--- config.mk ---
export PLATFORM = sky130hd
export DESIGN_NAME = ir_cmd_scheduler
export DESIGN_NICKNAME = d
export VERILOG_FILES = /design/src/rtl/ir_pkg.sv /design/src/rtl/ir_frame_pack.sv /design/src/rtl/ir_cmd_scheduler.sv
export SDC_FILE = /design/constraint.sdc
export NUM_CORES = 1
export LEC_CHECK = 0
export ABC_AREA = 1
export ABC_CLOCK_PERIOD_IN_PS = 5350
export BUFFER_PORTS_ARGS = -buffer_cell sky130_fd_sc_hd__buf_2
export CAP_MARGIN = 25
export CORE_MARGIN = 5
export CORE_UTILIZATION = 39
export DETAILED_ROUTE_END_ITERATION = 6
export GPL_TIMING_DRIVEN = 0
export SLEW_MARGIN = 20
export SYNTH_ARGS = -nofsm -noshare
export SYNTH_HDL_FRONTEND = slang
export SYNTH_HIERARCHICAL = 1
export SYNTH_SLANG_ARGS = --single-unit
--- constraint.sdc ---
create_clock -name clk -period 5.35 [get_ports clk]
set_input_delay 0.535 -clock clk [delete_from_list [all_inputs] [get_ports clk]]
set_output_delay 0.535 -clock clk [all_outputs]
set_load 0.05 [all_outputs]
--- src/rtl/ir_pkg.sv ---
// ir_pkg: shared encodings and frame layout for the IR command scheduler
package ir_pkg;
  typedef enum logic [2:0] {IDLE, LOAD, START, WAIT, GAP} state_t;
  typedef enum logic [2:0] {MODE_AUTO, MODE_COOL, MODE_DRY, MODE_FAN, MODE_HEAT} mode_t;
  localparam logic [4:0] T_MIN = 5'd16;
  localparam logic [4:0] T_MAX = 5'd30;
  localparam int HI_LSB = 12;
  localparam int TC_LSB = 8;
  localparam int FAN_LSB = 4;
  localparam int PWR_BIT = 3;
  localparam int MODE_LSB = 0;
endpackage

--- src/rtl/ir_frame_pack.sv ---
// ir_frame_pack: packs air-conditioner state into the 35+32-bit IR frame
module ir_frame_pack
  import ir_pkg::*;
#(
  parameter logic [22:0] CONST35_HI = 23'h410802,
  parameter logic [27:0] CONST32_LO = 28'h0400006
) (
  input  logic        power,
  input  logic [2:0]  mode,
  input  logic [1:0]  fan,
  input  logic [4:0]  temp,
  output logic [34:0] data35,
  output logic [31:0] data32
);
  logic [3:0] tcode, csum;
  assign tcode = 4'(temp - T_MIN);
  assign csum = {1'b0, mode} + tcode + {3'b0, power} + 4'h5;
  assign data32 = {csum, CONST32_LO};
  always_comb begin
    data35 = '0;
    data35[34:HI_LSB] = CONST35_HI;
    data35[TC_LSB +: 4] = tcode;
    data35[FAN_LSB +: 2] = fan;
    data35[PWR_BIT] = power;
    data35[MODE_LSB +: 3] = mode;
  end
endmodule

--- src/rtl/ir_cmd_scheduler.sv ---
// ir_cmd_scheduler: owns AC state and schedules local/host IR frames with repeats and gaps
module ir_cmd_scheduler
  import ir_pkg::*;
#(
  parameter int unsigned REPEAT      = 2,
  parameter int unsigned GAP_CYC     = 10_000_000,
  parameter int unsigned TIMEOUT_CYC = 20_000_000,
  parameter logic [22:0] CONST35_HI  = 23'h410802,
  parameter logic [27:0] CONST32_LO  = 28'h0400006,
  parameter logic [4:0]  T_RESET     = 5'd26
) (
  input  logic        clk,
  input  logic        rst,
  input  logic        key_power,
  input  logic        key_mode,
  input  logic        key_fan,
  input  logic        key_up,
  input  logic        key_dn,
  input  logic        ext_req,
  input  logic [34:0] ext_data35,
  input  logic [31:0] ext_data32,
  output logic        ext_ack,
  output logic        tx_start,
  output logic [34:0] tx_data35,
  output logic [31:0] tx_data32,
  input  logic        tx_busy,
  input  logic        tx_done,
  output logic        power,
  output logic [1:0]  fan,
  output logic [2:0]  mode,
  output logic [4:0]  temp,
  output logic        sched_busy,
  output logic        err_timeout
);
  state_t state, state_n;
  logic pend, src_local, src_n, timeout, unused;
  logic k_mode, k_fan, k_up, k_dn, key_hit;
  logic [2:0] rep, rep_n;
  logic [31:0] cnt, cnt_n;
  logic [34:0] f35;
  logic [31:0] f32;
  ir_frame_pack #(.CONST35_HI(CONST35_HI), .CONST32_LO(CONST32_LO)) u_pack (
    .power(power), .mode(mode), .fan(fan), .temp(temp), .data35(f35), .data32(f32)
  );
  assign unused = tx_busy;
  assign k_mode = !key_power && power && key_mode;
  assign k_fan = !key_power && !key_mode && power && key_fan;
  assign k_up = !key_power && !key_mode && !key_fan && power && key_up;
  assign k_dn = !key_power && !key_mode && !key_fan && !key_up && power && key_dn;
  assign key_hit = key_power || k_mode || k_fan || k_up || k_dn;
  assign tx_start = state == START;
  assign ext_ack = state == LOAD && !src_local;
  assign sched_busy = state != IDLE;
  always_ff @(posedge clk or negedge rst)
    if (!rst) begin
      power <= 1'b0;
      mode <= MODE_AUTO;
      fan <= '0;
      temp <= T_RESET;
      pend <= 1'b0;
    end else begin
      power <= power ^ key_power;
      mode <= !k_mode ? mode : mode == MODE_HEAT ? MODE_AUTO : mode + 3'd1;
      fan <= fan + {1'b0, k_fan};
      temp <= k_up && temp < T_MAX ? temp + 5'd1 : k_dn && temp > T_MIN ? temp - 5'd1 : temp;
      pend <= key_hit || (pend && !(state == LOAD && src_local));
    end
  // a key in the same cycle counts as pending so keys also reach tx_start in two cycles
  always_comb begin
    state_n = state;
    src_n = src_local;
    rep_n = rep;
    cnt_n = '0;
    timeout = 1'b0;
    case (state)
      IDLE: if (pend || key_hit) begin
        state_n = LOAD;
        src_n = 1'b1;
      end else if (ext_req) begin
        state_n = LOAD;
        src_n = 1'b0;
      end
      LOAD: begin
        state_n = START;
        rep_n = '0;
      end
      START: begin
        state_n = WAIT;
        cnt_n = 32'd1;
      end
      WAIT: if (tx_done) begin
        state_n = GAP;
        rep_n = rep + 3'd1;
      end else if (cnt == TIMEOUT_CYC - 1) begin
        state_n = GAP;
        rep_n = 3'(REPEAT);
        timeout = 1'b1;
      end else cnt_n = cnt + 32'd1;
      GAP: if (cnt == GAP_CYC - 1) state_n = rep < 3'(REPEAT) ? START : IDLE;
        else cnt_n = cnt + 32'd1;
      default: state_n = IDLE;
    endcase
  end
  always_ff @(posedge clk or negedge rst)
    if (!rst) begin
      state <= IDLE;
      src_local <= 1'b0;
      rep <= '0;
      cnt <= '0;
      err_timeout <= 1'b0;
      tx_data35 <= '0;
      tx_data32 <= '0;
    end else begin
      state <= state_n;
      src_local <= src_n;
      rep <= rep_n;
      cnt <= cnt_n;
      err_timeout <= err_timeout || timeout;
      if (state == LOAD) begin
        tx_data35 <= src_local ? f35 : ext_data35;
        tx_data32 <= src_local ? f32 : ext_data32;
      end
    end
endmodule

## Word-level counts from Yosys, hierarchy flattened

Index checks and enable logic that the tools add are counted.

- Flip-flop bits (word level): 119
- Output and inout bits: 82
- Word-level logic and storage cells: 97

- Add/subtract/negate cells: 10
- Order comparisons: 3
- Eq/ne operators: 10
- Multiplexer cells: 24
- Bitwise gates (word level): 1
- Reduce and logical (&&, ||, !) cells: 37

Operators by type and width:

| cell | count |
|---|---|
| 2-to-1 mux 32 bit | 4 |
| case mux 32 bit (3 select lines) | 1 |
| 2-to-1 mux 35 bit | 1 |
| adder 32 x 1 -> 32 bit, second input constant | 1 |
| == test 32 x 24 -> 1 bit, second input constant | 1 |
| == test 32 x 25 -> 1 bit, second input constant | 1 |
| 2-to-1 mux 3 bit | 8 |
| logical AND 1 bit | 16 |
| case mux 3 bit (5 select lines) | 1 |
| 2-to-1 mux 5 bit | 2 |
| logical OR 1 bit | 7 |
| adder 3 x 1 -> 3 bit, second input constant | 2 |
| == test 3 x 2 -> 1 bit, second input constant | 2 |
| == test 3 bit, second input constant | 2 |
| zero test 1 bit | 6 |
| != test 3 bit, second input constant | 2 |
| case mux 3 bit (2 select lines) | 1 |
| nonzero test 2 bit | 3 |
| adder 5 x 1 -> 5 bit, second input constant | 1 |
| > comparator 5 bit, second input constant | 1 |
| < comparator 5 bit, second input constant | 1 |
| 2-to-1 mux 1 bit | 5 |
| subtractor 5 x 1 -> 5 bit, second input constant | 1 |
| adder 3 x 4 -> 4 bit | 1 |
| 13 further kinds | 14 |

## Logic depth before layout (Yosys ltp)

Gate-level depths: netlist (run 1).

- Depth after elaboration: 10
- Gate-level depth with buffers: 13

## By module

Netlist (run 1), hierarchy kept.

Modules (own cells, without submodules):

| module | instances | cells each | area an instance (sq um) | sequential area each (sq um) |
|---|---|---|---|---|
| ir_cmd_scheduler | 1 | 829 | 6,261.0 | 2,981.6 |
| ir_frame_pack | 1 | 97 | 678.2 | 0.0 |

## Least setup slack after synthesis (run 1)

No wires, ideal clock.

- Kind: register -> register
- Start point: reg power
- End point: reg temp[4]
- Arrival: 2.170 ns
- Path slack: 3.119 ns
- Cell stages (with the launch flop): 14
- Clock period less this slack: 2.231 ns
- Cells stage by stage: dfrtp_1 > inv_1 > nor2_1 > nand2_1 > nor2_1 > o21ai_1 > ha_1 > nand2_1 > nand2_1 > a21oi_1 > or2_2 > nand2_1 > nand2_1 > nand2_1

- Word-level cells in the longest chain between the ends: 4
- Elaborated cells on any way between the ends: 8

RTL lines:

| element | line | text |
|---|---|---|
| start: declaration | ir_cmd_scheduler.sv:28 | `output logic power,` |
| start signal: assignment | ir_cmd_scheduler.sv:62 | `power <= power ^ key_power;` |
| logical AND 1 bit (on tied branches) (2 in a row) | ir_cmd_scheduler.sv:48, ir_cmd_scheduler.sv:49 |  |
| logical AND 1 bit | ir_cmd_scheduler.sv:65 | `temp <= k_up && temp < T_MAX ? temp + 5'd1 : k_dn && temp > T_MIN ? temp - 5'd1 : temp;` |
| 2-to-1 mux 5 bit / nonzero test 2 bit (equally long branches) | n/a |  |
| end signal: assignment | ir_cmd_scheduler.sv:65 |  |
| end: declaration | ir_cmd_scheduler.sv:31 | `output logic [4:0] temp,` |

Parallel ways exist; a longest one is shown, timed or not.
A chain may end at the register's enable or synchronous reset.

## Final worst setup path (run 1)

- Start point: reg state[2]
- End point: out ext_ack

- Word-level cells in the longest chain between the ends: 2

RTL lines:

| element | line | text |
|---|---|---|
| start: declaration | ir_cmd_scheduler.sv:35 | `state_t state, state_n;` |
| start signal: assignment | ir_cmd_scheduler.sv:114 | `state <= state_n;` |
| == test 3 x 1 -> 1 bit | ir_cmd_scheduler.sv:52 | `assign ext_ack = state == LOAD && !src_local;` |
| logical AND 1 bit | ir_cmd_scheduler.sv:52 |  |
| end: declaration | ir_cmd_scheduler.sv:22 | `output logic ext_ack,` |

Every way passes these cells.

==> results of run 1 <==
cell usage in the layout, fill, tap and decap left out, types with 3 or more instances in the layout:
master	count
a21oi_1	3
o21ai_0	8
clkbuf_16	17
nor2_2	13
xor2_1	24
nand2_2	5
nand4_1	9
buf_4	63
buf_2	163
dfstp_2	3
conb_1	53
nand2_1	281
inv_1	69
nor3_1	16
dfrtp_1	116
xnor2_1	4
clkinv_2	4
clkbuf_1	22
buf_6	6
bufinv_16	3
nor2_1	93
inv_2	5
ha_1	15
nand3_1	151
cells by family (layout without fill, tap and decap cells):
kind of cell,after synthesis,in the layout,synth area share
fa+ha+maj,17,17,0.0328
other cells,2,53,0.00108
buf+inv,169,360,0.133
flops,119,119,0.430
xor+xnor,28,28,0.0353
compound gates,17,17,0.0139
simple gates,574,574,0.354
layer usage:
metal,track usage,wire [um],up-vias
li1,-,-,3268
met1,0.244,8270,2891
met2,0.308,9010,143
met3,0.0686,1260,29
met4,0.0505,274,8
met5,0,35,-
metrics by stage:
stage,utilization,total power [W],cell area (um^2)
3_5_place_dp,0.474,0.00172,8240
5_1_grt,0.509,0.00302,8830
4_1_cts,0.509,0.00288,8830
6_report,0.509,0.00284,8830
3_3_place_gp,0.472,0.00171,8200
2_1_floorplan,-,0.00153,7130
registers in the layout, indices dropped and copies added, names as in the netlist:
register / flops
tx_data35: 35
cnt: 32
tx_data32: 32
temp: 5
mode: 3
rep: 3
state: 3
fan: 2
err_timeout: 1
pend: 1
power: 1
src_local: 1
power by group through the flow:
| stage | Sequential (W) | Combinational [W] | Clock (W) |
|---|---|---|---|
| final | 0.00103 | 0.000670 | 0.00114 |
| after global routing | 0.00104 | 0.000764 | 0.00122 |
| after CTS | 0.00103 | 0.000678 | 0.00117 |
| after detailed placement | 0.00105 | 0.000675 | 0 |
| after global placement | 0.00105 | 0.000661 | 0 |
| after floorplan | 0.00117 | 0.000363 | 0 |
cell type report:
cell class	count	area share
buffer	95	0.0733
clock buffer	23	0.0519
clock inverter	9	0.0143
inverter	74	0.0315
multi-input combinational	689	0.365
sequential	119	0.338
tap	225	0.0319
timing repair buffer	159	0.0944
cell usage after synthesis, drive strengths merged:
cell	number
nand4	9
nor3	16
or2	4
buf	78
dfstp	3
fa	2
xnor2	4
conb	2
a31oi	1
a31o	1
ha	15
o211ai	1
xor2	24
nand2	286
o21ai	10
a21oi	3
clkbuf	17
dfrtp	116
a22o	1
nand3	151
nor2	108
inv	74
worst min-delay path: stages:
cell and delay, ns:
buf_2 0.07, nand2_1 0.04, nand3_1 0.05
final timing paths:
| check | from | end | slack [ns] |
|---|---|---|---|
| setup / recovery | state[2] | ext_ack | 2.67 |
| hold reg to reg | err_timeout | err_timeout | 0.47 |
| setup reg to reg | temp[1] | temp[4] | 3.17 |
| min in group asynchronous | rst | tx_data32[22] | 0.57 |
| max in group asynchronous | rst | temp[4] | 4.04 |
| hold / removal | ext_data35[12] | tx_data35[12] | 0.32 |
repair_timing:
action                    4_1_cts  5_1_grt
hold buffers                    1        0
resized for setup               0        0
hold endpoints to repair       25        0
==> impl_metrics.csv, run 1 <==
group,metric,value,unit
setup_path,critPathTopFamily,"buffers and inverters",
placed_design,gp_congestion,0.910,
sta,setup_viol,0,
die,core,17400,um^2
clock_network,h-tree-depth,4,
setup_path,slowest_stage,"dfrtp_1",
placed_design,dpl.cell_count,1360,
worst_hold_path,holdCritPathClass,"in2reg",
final_layout,fin_cells,1393,
detailed_routing,ant_nets,0,
synthesis,synthCells,926,
pwr,power.leakage,4.25,nW
synthesis,synth_area_leaders,"dfrtp_1 (42%), nand2_1 (15%), nand3_1 (11%)",
die,io-pin-count,159,
final_layout,syn_to_final_growth,27.2,%
setup_path,critPathMaxStageDelay,0.41,ns
detailed_routing,drt_first_pass_iters,5,
placed_design,io_buffers,157,
setup_path,cp.required,4.82,ns
synthesis,yosysTopAreaCell,"dfrtp_1",
setup_path,path_cells,"inv_2 -> nand2_2 -> nor2_4 -> inv_2 -> or2_1 -> inv_2 -> buf_2 -> buf_2",
global_routing,grt_pass1_vias,6319,
setup_path,critical_path.max_fanout,10,
final_layout,final-seq-area,2980,um^2
global_routing,grt_usage,0.191,
placed_design,place_ws,2.94,ns
sta,period_needed,2.68,ns
sta,finalHoldViolations,0,
final_layout,diodes,0,
synthesis,yosys_warnings,6,
die,initial_utilization,0.400,
pwr,p_per_area,322,nW/um^2
placed_design,hpwlAfterDp,14.3,mm
die,die_y,143,um
clock_network,clock_latency,0.41,ns
pwr,p_comb_frac,0.236,
sta,slew_headroom,0.645,
sta,timing.final.ws_setup,2.67,ns
final_layout,layout-drive-gt1-share,0.250,
sta,tightest_slew,0.532,ns
pwr,switching_power,0.000886,W
setup_path,crit_top_cell,"inv_2",
detailed_routing,vias,6339,
setup_path,cp-start-kind,"register",
setup_path,end_kind,"output pin",
setup_path,rr_worst_depth,10,
sta,setup_tns,0,ns
final_layout,fin_nets,1249,
pwr,power_frac_clock,0.402,
pwr,sw_frac_of_total,0.312,
pwr,peakVddDrop,308,uV
die,die_area,20600,um^2
detailed_routing,avgViaCountPerCell,4.55,
sta,clock_skew,0.00635,ns
global_routing,gr-total-overflow,0,
detailed_routing,drt_wl_total,18.8,mm
pwr,p_int,0.00196,W
worst_hold_path,min_path_cells,3,
final_layout,multiInputGateArea,3220,um^2
detailed_routing,post_drt_wl_per_cell,13.5,um
synthesis,synth_top_area_frac,0.418,
global_routing,antenna_found_initial,4,
setup_path,worst-path-buf-inv,5,
clock_network,cts_tree,"built",
job,maxCapViolCount,0,
sta,rsz0062_at_grt,"false",
clock_network,clock_path_buffers,2,
synthesis,synth_cell_types,31,
global_routing,grt_pass1_wl,31.3,mm
synthesis,ys_seq_elements,119,
sta,whs,0.323,ns
clock_network,numCtsBuffers,17,
sta,slew_violations,0,
clock_network,cts_root_buf,"clkbuf_16",
sta,fmax,0.373,GHz
setup_path,worst-endpoint-arrival,2.15,ns
clock_network,clkSinkCount,119,
final_layout,fill_cells,1738,
synthesis,seq_area_frac_synth,0.430,
detailed_routing,drc,0,
synthesis,syn_area_per_cell,7.49,um^2
pwr,p_seq_frac,0.363,
global_routing,grt_max_degree,95,
sta,fin_crit_sh,0.502,
die,die_w,143,um
setup_path,path_depth,8,
die,fp-row-count,48,
clock_network,cts_setup_buffers,0,
synthesis,synth_area,6940,um^2
clock_network,path_clk_slew,0.06,ns
outcome,status,"complete, no violations",
detailed_routing,drtIter0Drc,390,
setup_path,crit_type,"reg2out",
Power figures use the tool's default switching activity.
==> inputs of run 2 (changes only) <==
--- a/config.mk
+++ b/config.mk
@@ -5,8 +5,8 @@
 export SDC_FILE = /design/constraint.sdc
 export NUM_CORES = 1
 export LEC_CHECK = 0
-export ABC_AREA = 1
-export ABC_CLOCK_PERIOD_IN_PS = 5350
+export ABC_AREA = 0
+export ABC_CLOCK_PERIOD_IN_PS = 2510
 export BUFFER_PORTS_ARGS = -buffer_cell sky130_fd_sc_hd__buf_2
 export CAP_MARGIN = 25
 export CORE_MARGIN = 5
==> constraint.sdc (replaced) <==
create_clock -name clk -period 2.51 [get_ports clk]
set_input_delay 0.251 -clock clk [delete_from_list [all_inputs] [get_ports clk]]
set_output_delay 0.251 -clock clk [all_outputs]
set_load 0.05 [all_outputs]
==> run 2 against run 1 <==
Worst setup slack worse by 2.4 ns; sequential power is 110% higher; core utilization grew 0.71 points; total power grew 130%; largest cell class unchanged; via count down 18%.
==> impl_metrics.csv, run 2 <==
group,metric,value,unit
outcome,status,"complete, no violations",
pwr,p_seq_frac,0.340,
die,io-pin-count,159,
die,initial_utilization,0.397,
final_layout,fill_cells,1549,
global_routing,grt_pass1_wl,27.5,mm
setup_path,cp.required,2.85,ns
detailed_routing,post_drt_wl_per_cell,14.7,um
setup_path,path_cells,"inv_1 -> nor4_4 -> nand3_2 -> fa_2 -> a21o_1 -> a21oi_1 -> nand4_1 -> o21ai_0 -> xor2_1",
pwr,switching_power,0.00196,W
synthesis,synth_ff_type,"dfrtp_1",
detailed_routing,avgViaCountPerCell,4.62,
detailed_routing,ant_nets,0,
clock_network,h-tree-depth,4,
pwr,p_int,0.00452,W
sta,setup_viol,0,
synthesis,yosys_warnings,6,
sta,timing.final.ws_setup,0.262,ns
pwr,p_comb_frac,0.251,
global_routing,antenna_found_initial,0,
synthesis,ys_seq_elements,119,
die,die_y,140,um
setup_path,reg2reg_slack,0.26,ns
synthesis,synth_area_leaders,"dfrtp_1 (44%), mux2i_1 (10%), buf_4 (7.3%)",
setup_path,worst-path-buf-inv,1,
pwr,power_frac_clock,0.409,
clock_network,clock_latency,0.41,ns
synthesis,synthArstFlopShare,1.00,
placed_design,place_ws,-0.0298,ns
sta,finalHoldViolations,0,
setup_path,cp-startpoint,"power",
setup_path,end_kind,"register",
pwr,sw_frac_of_total,0.303,
sta,whs,0.103,ns
setup_path,slowest_stage,"dfrtp_2",
die,die_area,19500,um^2
synthesis,syn_area_per_cell,9.86,um^2
die,core,16500,um^2
detailed_routing,drc,0,
detailed_routing,drt_wl_total,16.5,mm
setup_path,rr_startpoint,"power",
detailed_routing,drt_first_pass_iters,4,
pwr,power.leakage,4.14,nW
clock_network,path_clk_slew,0.05,ns
clock_network,clkSinkCount,119,
sta,period_needed,2.25,ns
pwr,p_per_area,760,nW/um^2
global_routing,grt_pass1_vias,5200,
setup_path,crit_type,"reg2reg",
setup_path,worst-endpoint-arrival,2.59,ns
global_routing,gr-total-overflow,0,
final_layout,top_regs,"tx_data35 x35, cnt x32, tx_data32 x32",
clock_network,cts_tree,"built",
setup_path,critPathMaxStageDelay,0.42,ns
synthesis,seq_area_frac_synth,0.455,
synthesis,synth_cell_types,53,
sta,clock_skew,0.00630,ns
placed_design,hpwlAfterDp,12.4,mm
final_layout,fin_nets,988,
sta,fin_crit_sh,0.895,
synthesis,synth_commonest_cells,"dfrtp_1 (116), nor2_1 (107), a21oi_1 (75)",
detailed_routing,vias,5204,
setup_path,rr_worst_depth,9,
pwr,peakVddDrop,744,uV
synthesis,yosysMostFrequentCell,"dfrtp_1",
global_routing,grt_usage,0.174,
die,die_w,140,um
setup_path,critical_path.max_fanout,5,
worst_hold_path,holdCritPathClass,"in2reg",
job,maxCapViolCount,0,
synthesis,synth_area,6550,um^2
sta,slew_headroom,0.437,
synthesis,yosysTopAreaCell,"dfrtp_1",
sta,fmax,0.445,GHz
final_layout,syn_to_final_growth,30.1,%
die,fp-row-count,47,
synthesis,synth_top_area_frac,0.443,
worst_hold_path,holdCritStartpoint,"ext_req",
sta,tightest_slew,0.832,ns
final_layout,final_cell_mix,"buf_2 (163), dfrtp_1 (115), nor2_1 (106)",
setup_path,critPathTopFamily,"simple AND/OR/NAND/NOR gates",
setup_path,r2r_end,"temp[4]",
worst_hold_path,min_path_cells,3,
placed_design,io_buffers,157,
clock_network,numCtsBuffers,17,
placed_design,gp_congestion,0.833,
final_layout,diodes,0,
global_routing,grt_max_degree,67,
clock_network,cts_root_buf,"clkbuf_16",
worst_hold_path,worstHoldEndpoint,"state[0]",
clock_network,cts_setup_buffers,0,
setup_path,cp-start-kind,"register",
synthesis,synth_enable_flop_cells,0,
sta,slew_violations,0,
final_layout,largest_register_ffs,35,
final_layout,regMostFlops,"tx_data35",
synthesis,synthCells,665,
final_layout,layout.cells.most_common,"buf_2",
clock_network,clock_path_buffers,2,
final_layout,layout-drive-gt1-share,0.319,
sta,rsz0062_at_grt,"false",
detailed_routing,drtIter0Drc,228,
-- run 2: per-layer routing --
metal  share of wire  routed length, um  up-vias  track usage
li1                -                  -     2631            -
met1            0.48               7960     2434        0.243
met2            0.46               7610      125        0.271
met3           0.047                784       14       0.0408
met4           0.012                195        0       0.0520
met5               0                  0        -            0
-- run 2: cell type report --
cell class,instances,area (um^2),area share
multi-input combinational,486,3100,0.364
sequential,119,2980,0.350
timing repair buffer,159,833,0.0978
buffer,92,617,0.0724
clock buffer,19,443,0.0520
tap,220,275,0.0323
clock inverter,13,201,0.0236
inverter,19,71.3,0.00837
-- run 2: what timing repair did --
action | 4_1_cts | 5_1_grt
gates resized for setup | 1 | 4
pin swaps | 0 | 1
setup endpoints to repair | 1 | 50
hold buffers | 1 | 0
hold endpoints to repair | 62 | 0
-- run 2: worst register-to-register path: cells and delay by family (launching register included) --
kind,cells,cell delay (ns)
buf+inv,1,0.11
xor+xnor,1,0.16
flops,1,0.42
simple gates,3,0.64
fa+ha+maj,1,0.40
compound gates,3,0.46
-- run 2: how the worst max path moves through the flow --
stage,to,slack [ns],cells after the start
after global routing,ext_ack,0.07,4
after detailed placement,temp[4],-0.03,9
final,temp[4],0.26,9
after floorplan,temp[4],0.1,9
after CTS,temp[4],0.1,9
after global placement,power,-0.69,1
-- run 2: kinds of logic after synthesis --
family                   after synthesis  synth area share
AND/OR/NAND/NOR                      202             0.153
buffers and inverters                111             0.105
other                                  2           0.00115
AO/OA/AOI/OAI                        104            0.0892
adder cells (fa/ha/maj)               17            0.0347
multiplexers                          72             0.111
XOR/XNOR                              38            0.0508
flip-flops                           119             0.455
-- run 2: power by group through the flow --
| stage | logic [W] | clock network [W] | registers, W |
|---|---|---|---|
| global placement | 0.00159 | 0 | 0.00224 |
| detailed placement | 0.00162 | 0 | 0.00224 |
| CTS | 0.00164 | 0.00271 | 0.00220 |
| global route | 0.00181 | 0.00280 | 0.00223 |
| floorplan | 0.000923 | 0 | 0.00250 |
| finish | 0.00163 | 0.00265 | 0.00220 |
-- run 2: metrics by stage --
stage | TNS [ns] | utilization | power [W] | instances | cell area, um^2
finish | 0 | 0.516 | 0.00648 | 1127 | 8520
global route | 0 | 0.516 | 0.00684 | 1127 | 8520
CTS | 0 | 0.515 | 0.00656 | 1127 | 8510
detailed placement | -0.0298 | 0.475 | 0.00386 | 1094 | 7850
global placement | -53.48 | 0.472 | 0.00383 | 1093 | 7810
floorplan | 0 | - | 0.00342 | 716 | 6750
